## src/rtl/brent_kung_pipe_pkg.sv

```systemverilog
// Shared definitions for the pipelined Brent-Kung adder/subtractor:
// operation encoding, prefix-cell operators and the width legality check.
package bk_pkg;

  localparam logic BK_OP_ADD = 1'b0;
  localparam logic BK_OP_SUB = 1'b1;

  // Generate/propagate pair; g is the MSB so {g, p} concatenations line up.
  typedef struct packed {
    logic g;
    logic p;
  } bk_gp_t;

  // Grey cell: bit-level generate and propagate from the two operand bits.
  function automatic bk_gp_t bk_grey(input logic a, input logic b);
    bk_gp_t r;
    r.g = a & b;
    r.p = a ^ b;
    return r;
  endfunction

  // Black cell: merge a higher group (hi) with the adjacent lower group (lo).
  function automatic bk_gp_t bk_black(input bk_gp_t hi, input bk_gp_t lo);
    bk_gp_t r;
    r.g = hi.g | (hi.p & lo.g);
    r.p = hi.p & lo.p;
    return r;
  endfunction

  // Green cell: fold the carry-in into a group prefix to get the carry out of it.
  function automatic logic bk_green(input bk_gp_t gp, input logic c0);
    return gp.g | (gp.p & c0);
  endfunction

  // Legal widths are powers of two from 4 to 64.
  function automatic bit bk_width_ok(input int w);
    return (w >= 4) && (w <= 64) && ((w & (w - 1)) == 0);
  endfunction

endpackage

```

## src/rtl/brent_kung_pipe_black_cell.sv

```systemverilog
// One Brent-Kung black operator, instanced throughout the prefix tree.
module bk_black_cell
  import bk_pkg::*;
(
  input  logic i_g_hi,
  input  logic i_p_hi,
  input  logic i_g_lo,
  input  logic i_p_lo,
  output logic o_g,
  output logic o_p
);

  bk_gp_t w_res;

  assign w_res = bk_black({i_g_hi, i_p_hi}, {i_g_lo, i_p_lo});
  assign o_g   = w_res.g;
  assign o_p   = w_res.p;

endmodule

```

## src/rtl/brent_kung_pipe.sv

```systemverilog
// Pipelined Brent-Kung adder/subtractor with valid/ready flow control.
// Stages: operand register S0 -> up-sweep -> optional S1 -> down-sweep ->
// output register. One shared advance signal moves every stage at once.
module brent_kung_pipe
  import bk_pkg::*;
#(
  parameter int WIDTH   = 8,
  parameter int MID_REG = 0
) (
  input  logic             clk,
  input  logic             rst,
  input  logic             in_valid,
  output logic             in_ready,
  input  logic [WIDTH-1:0] in_a,
  input  logic [WIDTH-1:0] in_b,
  input  logic             in_cin,
  input  logic             in_op,
  output logic             out_valid,
  input  logic             out_ready,
  output logic [WIDTH-1:0] out_sum,
  output logic             out_cout,
  output logic             out_ovf,
  output logic             out_zero
);

  localparam int LG = $clog2(WIDTH);

  if (!bk_width_ok(WIDTH)) begin : g_bad_width
    $error("brent_kung_pipe: WIDTH must be a power of two in 4..64");
  end

  genvar gl, gi;

  // Pipeline moves whenever the output slot is empty or being drained;
  // no skid buffer, so in_ready follows out_ready combinationally.
  logic w_advance;
  logic r_out_valid;
  assign w_advance = !r_out_valid || out_ready;
  assign in_ready  = w_advance;

  // Subtract is A + ~B + 1, so the carry-in is forced high and in_cin ignored.
  logic [WIDTH-1:0] w_b_eff;
  logic             w_c0;
  assign w_b_eff = (in_op == BK_OP_SUB) ? ~in_b : in_b;
  assign w_c0    = (in_op == BK_OP_ADD) ? in_cin : 1'b1;

  logic             r_s0_valid;
  logic [WIDTH-1:0] r_s0_a;
  logic [WIDTH-1:0] r_s0_b;
  logic             r_s0_c0;

  // S0: capture conditioned operands on accept; a non-accept shifts in a bubble.
  always_ff @(posedge clk or posedge rst) begin
    if (rst) begin
      r_s0_valid <= 1'b0;
      r_s0_a     <= '0;
      r_s0_b     <= '0;
      r_s0_c0    <= 1'b0;
    end else if (w_advance) begin
      r_s0_valid <= in_valid;
      if (in_valid) begin
        r_s0_a  <= in_a;
        r_s0_b  <= w_b_eff;
        r_s0_c0 <= w_c0;
      end
    end
  end

  // Grey cells: per-bit generate/propagate.
  logic [WIDTH-1:0] w_bit_g, w_bit_p;
  for (gi = 0; gi < WIDTH; gi++) begin : g_grey
    assign {w_bit_g[gi], w_bit_p[gi]} = bk_grey(r_s0_a[gi], r_s0_b[gi]);
  end

  // Up-sweep: at level gl every bit i with (i+1) a multiple of 2^gl absorbs
  // the group ending 2^(gl-1) below it. Afterwards bits 2^k-1 hold [i:0].
  for (gl = 0; gl <= LG; gl++) begin : g_up
    logic [WIDTH-1:0] w_g, w_p;
    if (gl == 0) begin : g_leaf
      assign w_g = w_bit_g;
      assign w_p = w_bit_p;
    end else begin : g_lvl
      for (gi = 0; gi < WIDTH; gi++) begin : g_bit
        if (((gi + 1) % (1 << gl)) == 0) begin : g_black
          bk_black_cell u_cell (
            .i_g_hi (g_up[gl-1].w_g[gi]),
            .i_p_hi (g_up[gl-1].w_p[gi]),
            .i_g_lo (g_up[gl-1].w_g[gi - (1 << (gl - 1))]),
            .i_p_lo (g_up[gl-1].w_p[gi - (1 << (gl - 1))]),
            .o_g    (w_g[gi]),
            .o_p    (w_p[gi])
          );
        end else begin : g_pass
          assign w_g[gi] = g_up[gl-1].w_g[gi];
          assign w_p[gi] = g_up[gl-1].w_p[gi];
        end
      end
    end
  end

  // Signals feeding the down-sweep, either registered (S1) or straight through.
  logic             w_mid_valid;
  logic [WIDTH-1:0] w_mid_g, w_mid_p, w_mid_bitp;
  logic             w_mid_c0;

  if (MID_REG != 0) begin : g_mid
    logic             r_s1_valid;
    logic [WIDTH-1:0] r_s1_g, r_s1_p, r_s1_bitp;
    logic             r_s1_c0;

    // S1: hold the up-sweep result, bit propagates and carry-in between tree halves.
    always_ff @(posedge clk or posedge rst) begin
      if (rst) begin
        r_s1_valid <= 1'b0;
        r_s1_g     <= '0;
        r_s1_p     <= '0;
        r_s1_bitp  <= '0;
        r_s1_c0    <= 1'b0;
      end else if (w_advance) begin
        r_s1_valid <= r_s0_valid;
        if (r_s0_valid) begin
          r_s1_g    <= g_up[LG].w_g;
          r_s1_p    <= g_up[LG].w_p;
          r_s1_bitp <= w_bit_p;
          r_s1_c0   <= r_s0_c0;
        end
      end
    end

    assign w_mid_valid = r_s1_valid;
    assign w_mid_g     = r_s1_g;
    assign w_mid_p     = r_s1_p;
    assign w_mid_bitp  = r_s1_bitp;
    assign w_mid_c0    = r_s1_c0;
  end else begin : g_no_mid
    assign w_mid_valid = r_s0_valid;
    assign w_mid_g     = g_up[LG].w_g;
    assign w_mid_p     = g_up[LG].w_p;
    assign w_mid_bitp  = w_bit_p;
    assign w_mid_c0    = r_s0_c0;
  end

  // Down-sweep: span D runs from LG-1 down to 1; bit i with (i+1) mod 2^D equal
  // to 2^(D-1) (and above the first block) picks up the finished prefix below it.
  for (gl = 0; gl < LG; gl++) begin : g_dn
    logic [WIDTH-1:0] w_g, w_p;
    if (gl == 0) begin : g_src
      assign w_g = w_mid_g;
      assign w_p = w_mid_p;
    end else begin : g_lvl
      localparam int D = LG - gl;
      localparam int S = 1 << (D - 1);
      for (gi = 0; gi < WIDTH; gi++) begin : g_bit
        if ((((gi + 1) % (1 << D)) == S) && (gi >= (1 << D))) begin : g_black
          bk_black_cell u_cell (
            .i_g_hi (g_dn[gl-1].w_g[gi]),
            .i_p_hi (g_dn[gl-1].w_p[gi]),
            .i_g_lo (g_dn[gl-1].w_g[gi - S]),
            .i_p_lo (g_dn[gl-1].w_p[gi - S]),
            .o_g    (w_g[gi]),
            .o_p    (w_p[gi])
          );
        end else begin : g_pass
          assign w_g[gi] = g_dn[gl-1].w_g[gi];
          assign w_p[gi] = g_dn[gl-1].w_p[gi];
        end
      end
    end
  end

  // Green cells: carry into bit i+1 from the full prefix [i:0] and c0.
  logic [WIDTH:0]   w_carry;
  logic [WIDTH-1:0] w_sum;
  assign w_carry[0] = w_mid_c0;
  for (gi = 0; gi < WIDTH; gi++) begin : g_green
    assign w_carry[gi+1] = bk_green({g_dn[LG-1].w_g[gi], g_dn[LG-1].w_p[gi]}, w_mid_c0);
  end
  assign w_sum = w_mid_bitp ^ w_carry[WIDTH-1:0];

  logic [WIDTH-1:0] r_out_sum;
  logic             r_out_cout, r_out_ovf, r_out_zero;

  // Output register: load a new result on advance, hold it while stalled.
  always_ff @(posedge clk or posedge rst) begin
    if (rst) begin
      r_out_valid <= 1'b0;
      r_out_sum   <= '0;
      r_out_cout  <= 1'b0;
      r_out_ovf   <= 1'b0;
      r_out_zero  <= 1'b0;
    end else if (w_advance) begin
      r_out_valid <= w_mid_valid;
      if (w_mid_valid) begin
        r_out_sum  <= w_sum;
        r_out_cout <= w_carry[WIDTH];
        r_out_ovf  <= w_carry[WIDTH] ^ w_carry[WIDTH-1];
        r_out_zero <= ~|w_sum;
      end
    end
  end

  assign out_valid = r_out_valid;
  assign out_sum   = r_out_sum;
  assign out_cout  = r_out_cout;
  assign out_ovf   = r_out_ovf;
  assign out_zero  = r_out_zero;

endmodule
```

## config.mk

```make
export PLATFORM = sky130hd
export DESIGN_NAME = brent_kung_pipe
export DESIGN_NICKNAME = d
export VERILOG_FILES = /design/src/rtl/brent_kung_pipe_pkg.sv /design/src/rtl/brent_kung_pipe_black_cell.sv /design/src/rtl/brent_kung_pipe.sv
export SDC_FILE = /design/constraint.sdc
export NUM_CORES = 1
export LEC_CHECK = 0
export BUFFER_PORTS_ARGS = -buffer_cell sky130_fd_sc_hd__buf_4
export CORE_UTILIZATION = 50
export DETAILED_ROUTE_END_ITERATION = 10
export GPL_ROUTABILITY_DRIVEN = 0
export GPL_TIMING_DRIVEN = 0
export PLACE_DENSITY_LB_ADDON = 0.15
export SETUP_SLACK_MARGIN = 0.3
export SYNTH_ARGS = -nofsm -noshare
export SYNTH_HDL_FRONTEND = slang
export SYNTH_SLANG_ARGS = --single-unit
export TNS_END_PERCENT = 50
```

## constraint.sdc

```tcl
create_clock -name clk -period 2.5 [get_ports clk]
set_input_delay 0.125 -clock clk [delete_from_list [all_inputs] [get_ports clk]]
set_output_delay 0.125 -clock clk [all_outputs]
set_load 0.02 [all_outputs]
```

==> summary by stage <==
Pwr
The portion of total power attributed to sequential cells is 0.394. The total power of the final layout is 1760 uW. The net switching power figure is 660 uW. The internal power component is 1100 uW.

The share of total power consumed by net switching is 0.374. The logic gate share of total power is 0.435. The power density normalized to cell area is 937 nW/um2. IR analysis of the VDD net gives a maximum drop of 0.000405 V. Of the total power, the clock network draws 0.170.

In this run the static leakage power is 0.000870 uW.

Synthesis
Of the total synthesized cell area, the portion taken by XOR and XNOR cells is 0.0914. The post-synthesis simple-gate area fraction is 0.127. Measured against the total synthesized area, the mux share comes to 0.0726. Of the total synthesized cell area, the portion taken by full adders, half adders and majority gates is 0.0783. The largest area contributor in the synthesized netlist is sky130_fd_sc_hd__dfrtp_1. The sequential cell area fraction in the yosys report is 0.489. The fraction of post-synthesis cell area in the top cell type by area is 0.489. The area fraction in compound gates after synthesis was 0.123. Synthesis inferred 30 register bits.

Synthesis instantiated 28 different standard cells from the library. The post-synth net total is 178. The number of warnings printed during yosys synthesis is 0. After technology mapping, the gate count stands at 147.

After synthesis, the most frequently instantiated cells are sky130_fd_sc_hd__dfrtp_1, sky130_fd_sc_hd__nand2_1, sky130_fd_sc_hd__o21ai_0. The mean post-synth cell area is 10.4 um2. Ranked by total cell area, the synthesized netlist is headed by sky130_fd_sc_hd__dfrtp_1, sky130_fd_sc_hd__xnor2_1, sky130_fd_sc_hd__mux2_2.

Counting flops with a built-in enable in the synthesized netlist gives 0. By instance count, the leading cell after synthesis is sky130_fd_sc_hd__dfrtp_1. The combinational family with the most area after synthesis is simple AND/OR/NAND/NOR gates.

The synthesized netlist occupies a cell area of 1530 um2. The primary flip-flop cell chosen by synthesis mapping is sky130_fd_sc_hd__dfrtp_1. After synthesis, the share of flip-flops with an asynchronous set or reset is 1.00.

Worst setup path
The timing endpoint of the critical path is out_sum[7]. The type of element capturing the critical path is a flop. The origin of the worst setup path is r_s0_a[0].

The number of cells traversed by the worst register-to-register path is 6. The type of the worst setup path is flop to flop. The largest individual stage delay along the critical path comes from the cell sky130_fd_sc_hd__dfrtp_1. In this run the critical register-to-register path is captured at out_sum[7]. Along the worst path, the maximum fanout reaches 5. Counting both buffers and inverters, the worst setup path holds a total of 0.

The delay of the slowest critical-path stage is 0.44 ns. Walking the worst path, the cells encountered are ha_1 -> a211oi_4 -> o21ai_2 -> a41oi_2 -> xnor2_1 -> mux2_2. The launch instance of the worst register-to-register path is r_s0_a[0]. The worst setup path is launched from a flop.

The critical path depth is 6. Setup slack on the worst reg-to-reg path comes out at 0.54 ns. The largest delay contributor family on the critical path is compound AO/OA/AOI/OAI gates.

The arrival time reported for the critical path endpoint is 2.19 ns. The required time of the worst setup path is 2.73 ns.

Detailed routing
For this run, the detailed router's first-pass iteration total came to 7. The final layout contains routed wiring with a total length of 2650 um. The initial detailed-routing violation count is 30. The final routed wire length divided by cell count is 12.1 um. The number of nets with antenna violations after routing is 0. The average vias per placed instance is 5.23. For this run, design rule violations remaining after detail routing come to 2. The via count is 1146.

STA
The hold violation total from the final report is 0. The worst slew margin relative to its limit is 0.264. Clock skew on the completed layout was measured at 0.0131 ns. The number of pins with negative max-slew slack in the final report is 0. The setup TNS is 0 ns. The peak clock frequency supported by timing is 0.510 GHz. For the pin with the worst max-slew slack, the measured transition is 1.10 ns.

Setup violations remaining at the end of the flow were counted as 0. The minimum clock period after layout is 1.96 ns. Dividing the final minimum period by the clock period gives 0.785. Setup repair after global routing left no endpoint under its margin.

The final setup slack of the worst path is 0.538 ns.

GRT
The first global-routing pass estimated 4460 um of wire. The total congestion overflow is 0. The global routing stage identified its most utilized layer as met2. The initial antenna violation count is 0. The maximum number of pins on one net before global-route repair is 31. The met2 track demand over resource in global routing is 0.291. The via count of the first global-routing pass is 1106. The met1 usage in global routing is 0.224. The met3 layer usage reported by global route is 0.0476. In the global route stage, overall resource usage came out at 0.182.

Clock tree
The clock tree buffer depth is 2. The post-CTS setup buffer count is 0. The clock transition time at the flip-flop clock pins of the worst setup and hold paths is 0.10 ns. The clock tree from TritonCTS is done. TritonCTS created 5 clock buffers. The number of buffers added to fix hold violations after cts is 0. The number of gates given a new drive strength after cts is 0.

The tree built by TritonCTS fans out to 30 sinks. The insertion delay to the later sink of the worst-skew pair is 0.33 ns. The root cell of the clock tree is sky130_fd_sc_hd__clkbuf_4. The H-tree was split into 2 levels.

Status
The checks that failed: design-rule violations. The flow ran to the end, but the final reports show violations.

Floorplan
After floorplanning, the core was sized to cover 2830 um2. In this run the horizontal extent of the chip is 57.4 um. 35 I/O pins were placed.

The die covers 3290 um2. The row count is 19. The floorplan die height is 57.4 um. The initial utilization of the core area, before any placement, comes to 0.542.

Layout
The antenna diode instance count is 0. The area growth from synthesis to layout is 22.6%. After the last flow step, the layout net total stands at 218. The fraction of layout cells with a size suffix above 1 is 0.287. Summing all flip-flop and latch instances after layout gives 751 um2. The layout has 246 filler cells. In the final layout, the multi-input gates occupy 756 um2.

Hold path
The startpoint of the worst hold path is in_a[7]. The worst hold path belongs to the class input port to flop.

Flow run
The tool flagged a number of max-cap violations equal to 0.

Place
The count of buffers added on input and output ports is 33. The HPWL after detailed placement is 2100 um. The setup slack after placement is 0.546 ns.
## metal layers
metal  up-vias  wire length, um  share of wire
met2        28             1300           0.49
li1        582                -              -
met3         5              132          0.050
met1       531             1180           0.44
met4         0               40          0.015
met5         -                0              0
## placed cells by master (no fill, tap or decap), drive strengths merged
master  count
o31ai       1
xor2        3
nor3        2
nand4       1
a41oi       1
mux2        9
inv         2
nor2       10
nand2b      3
and2        1
o21ai      19
mux2i       1
buf        35
or3         2
nand2      25
clkbuf     10
clkinv      1
a31oi       1
a211oi      2
ha          8
a21oi       5
o21bai      1
and4        1
fa          1
dfrtp      30
xnor2      13
## power groups by stage
stage	clock, uW	combinational (uW)	sequential (uW)
after floorplan	0	437	790
after global placement	0	756	697
after detailed placement	0	772	707
after CTS	306	775	696
after global routing	326	846	709
final	300	767	694
## final cells by class
cell class | instances | area share
clock inverter | 1 | 0.00266
multi-input combinational | 110 | 0.402
clock buffer | 7 | 0.0293
sequential | 30 | 0.399
inverter | 2 | 0.00399
timing repair buffer | 33 | 0.132
tap | 31 | 0.0206
buffer | 5 | 0.0106
## kinds of logic after synthesis
group	after synthesis
compound gates	30
xor+xnor	16
fa+ha+maj	9
buf+inv	7
flops	30
mux	10
simple gates	45
## stage by stage
step	utilization	std cells	hold slack (ns)	area [um2]
2_1_floorplan	-	147	0.216	1530
3_3_place_gp	0.644	211	0.357	1820
3_5_place_dp	0.644	211	0.366	1820
4_1_cts	0.665	219	0.0143	1880
5_1_grt	0.665	219	0.00726	1880
6_report	0.665	219	0.0267	1880
## worst min path at each step
stage / cells past startpoint / endpoint / slack, ns
after floorplan: 1 / out_cout / 0.22
after global placement: 2 / r_s0_a[0] / 0.36
after detailed placement: 2 / r_s0_a[1] / 0.37
after CTS: 2 / r_s0_a[7] / 0.01
after global routing: 2 / r_s0_a[5] / 0.007
final: 2 / r_s0_a[7] / 0.03
## registers in the layout (all words and copies together), names as in the netlist
name        flops
r_s0_valid      1
r_s0_a          8
out_zero        1
out_sum         8
r_s0_b          8
out_valid       1
out_ovf         1
out_cout        1
r_s0_c0         1
Power figures use the tool's default switching activity.
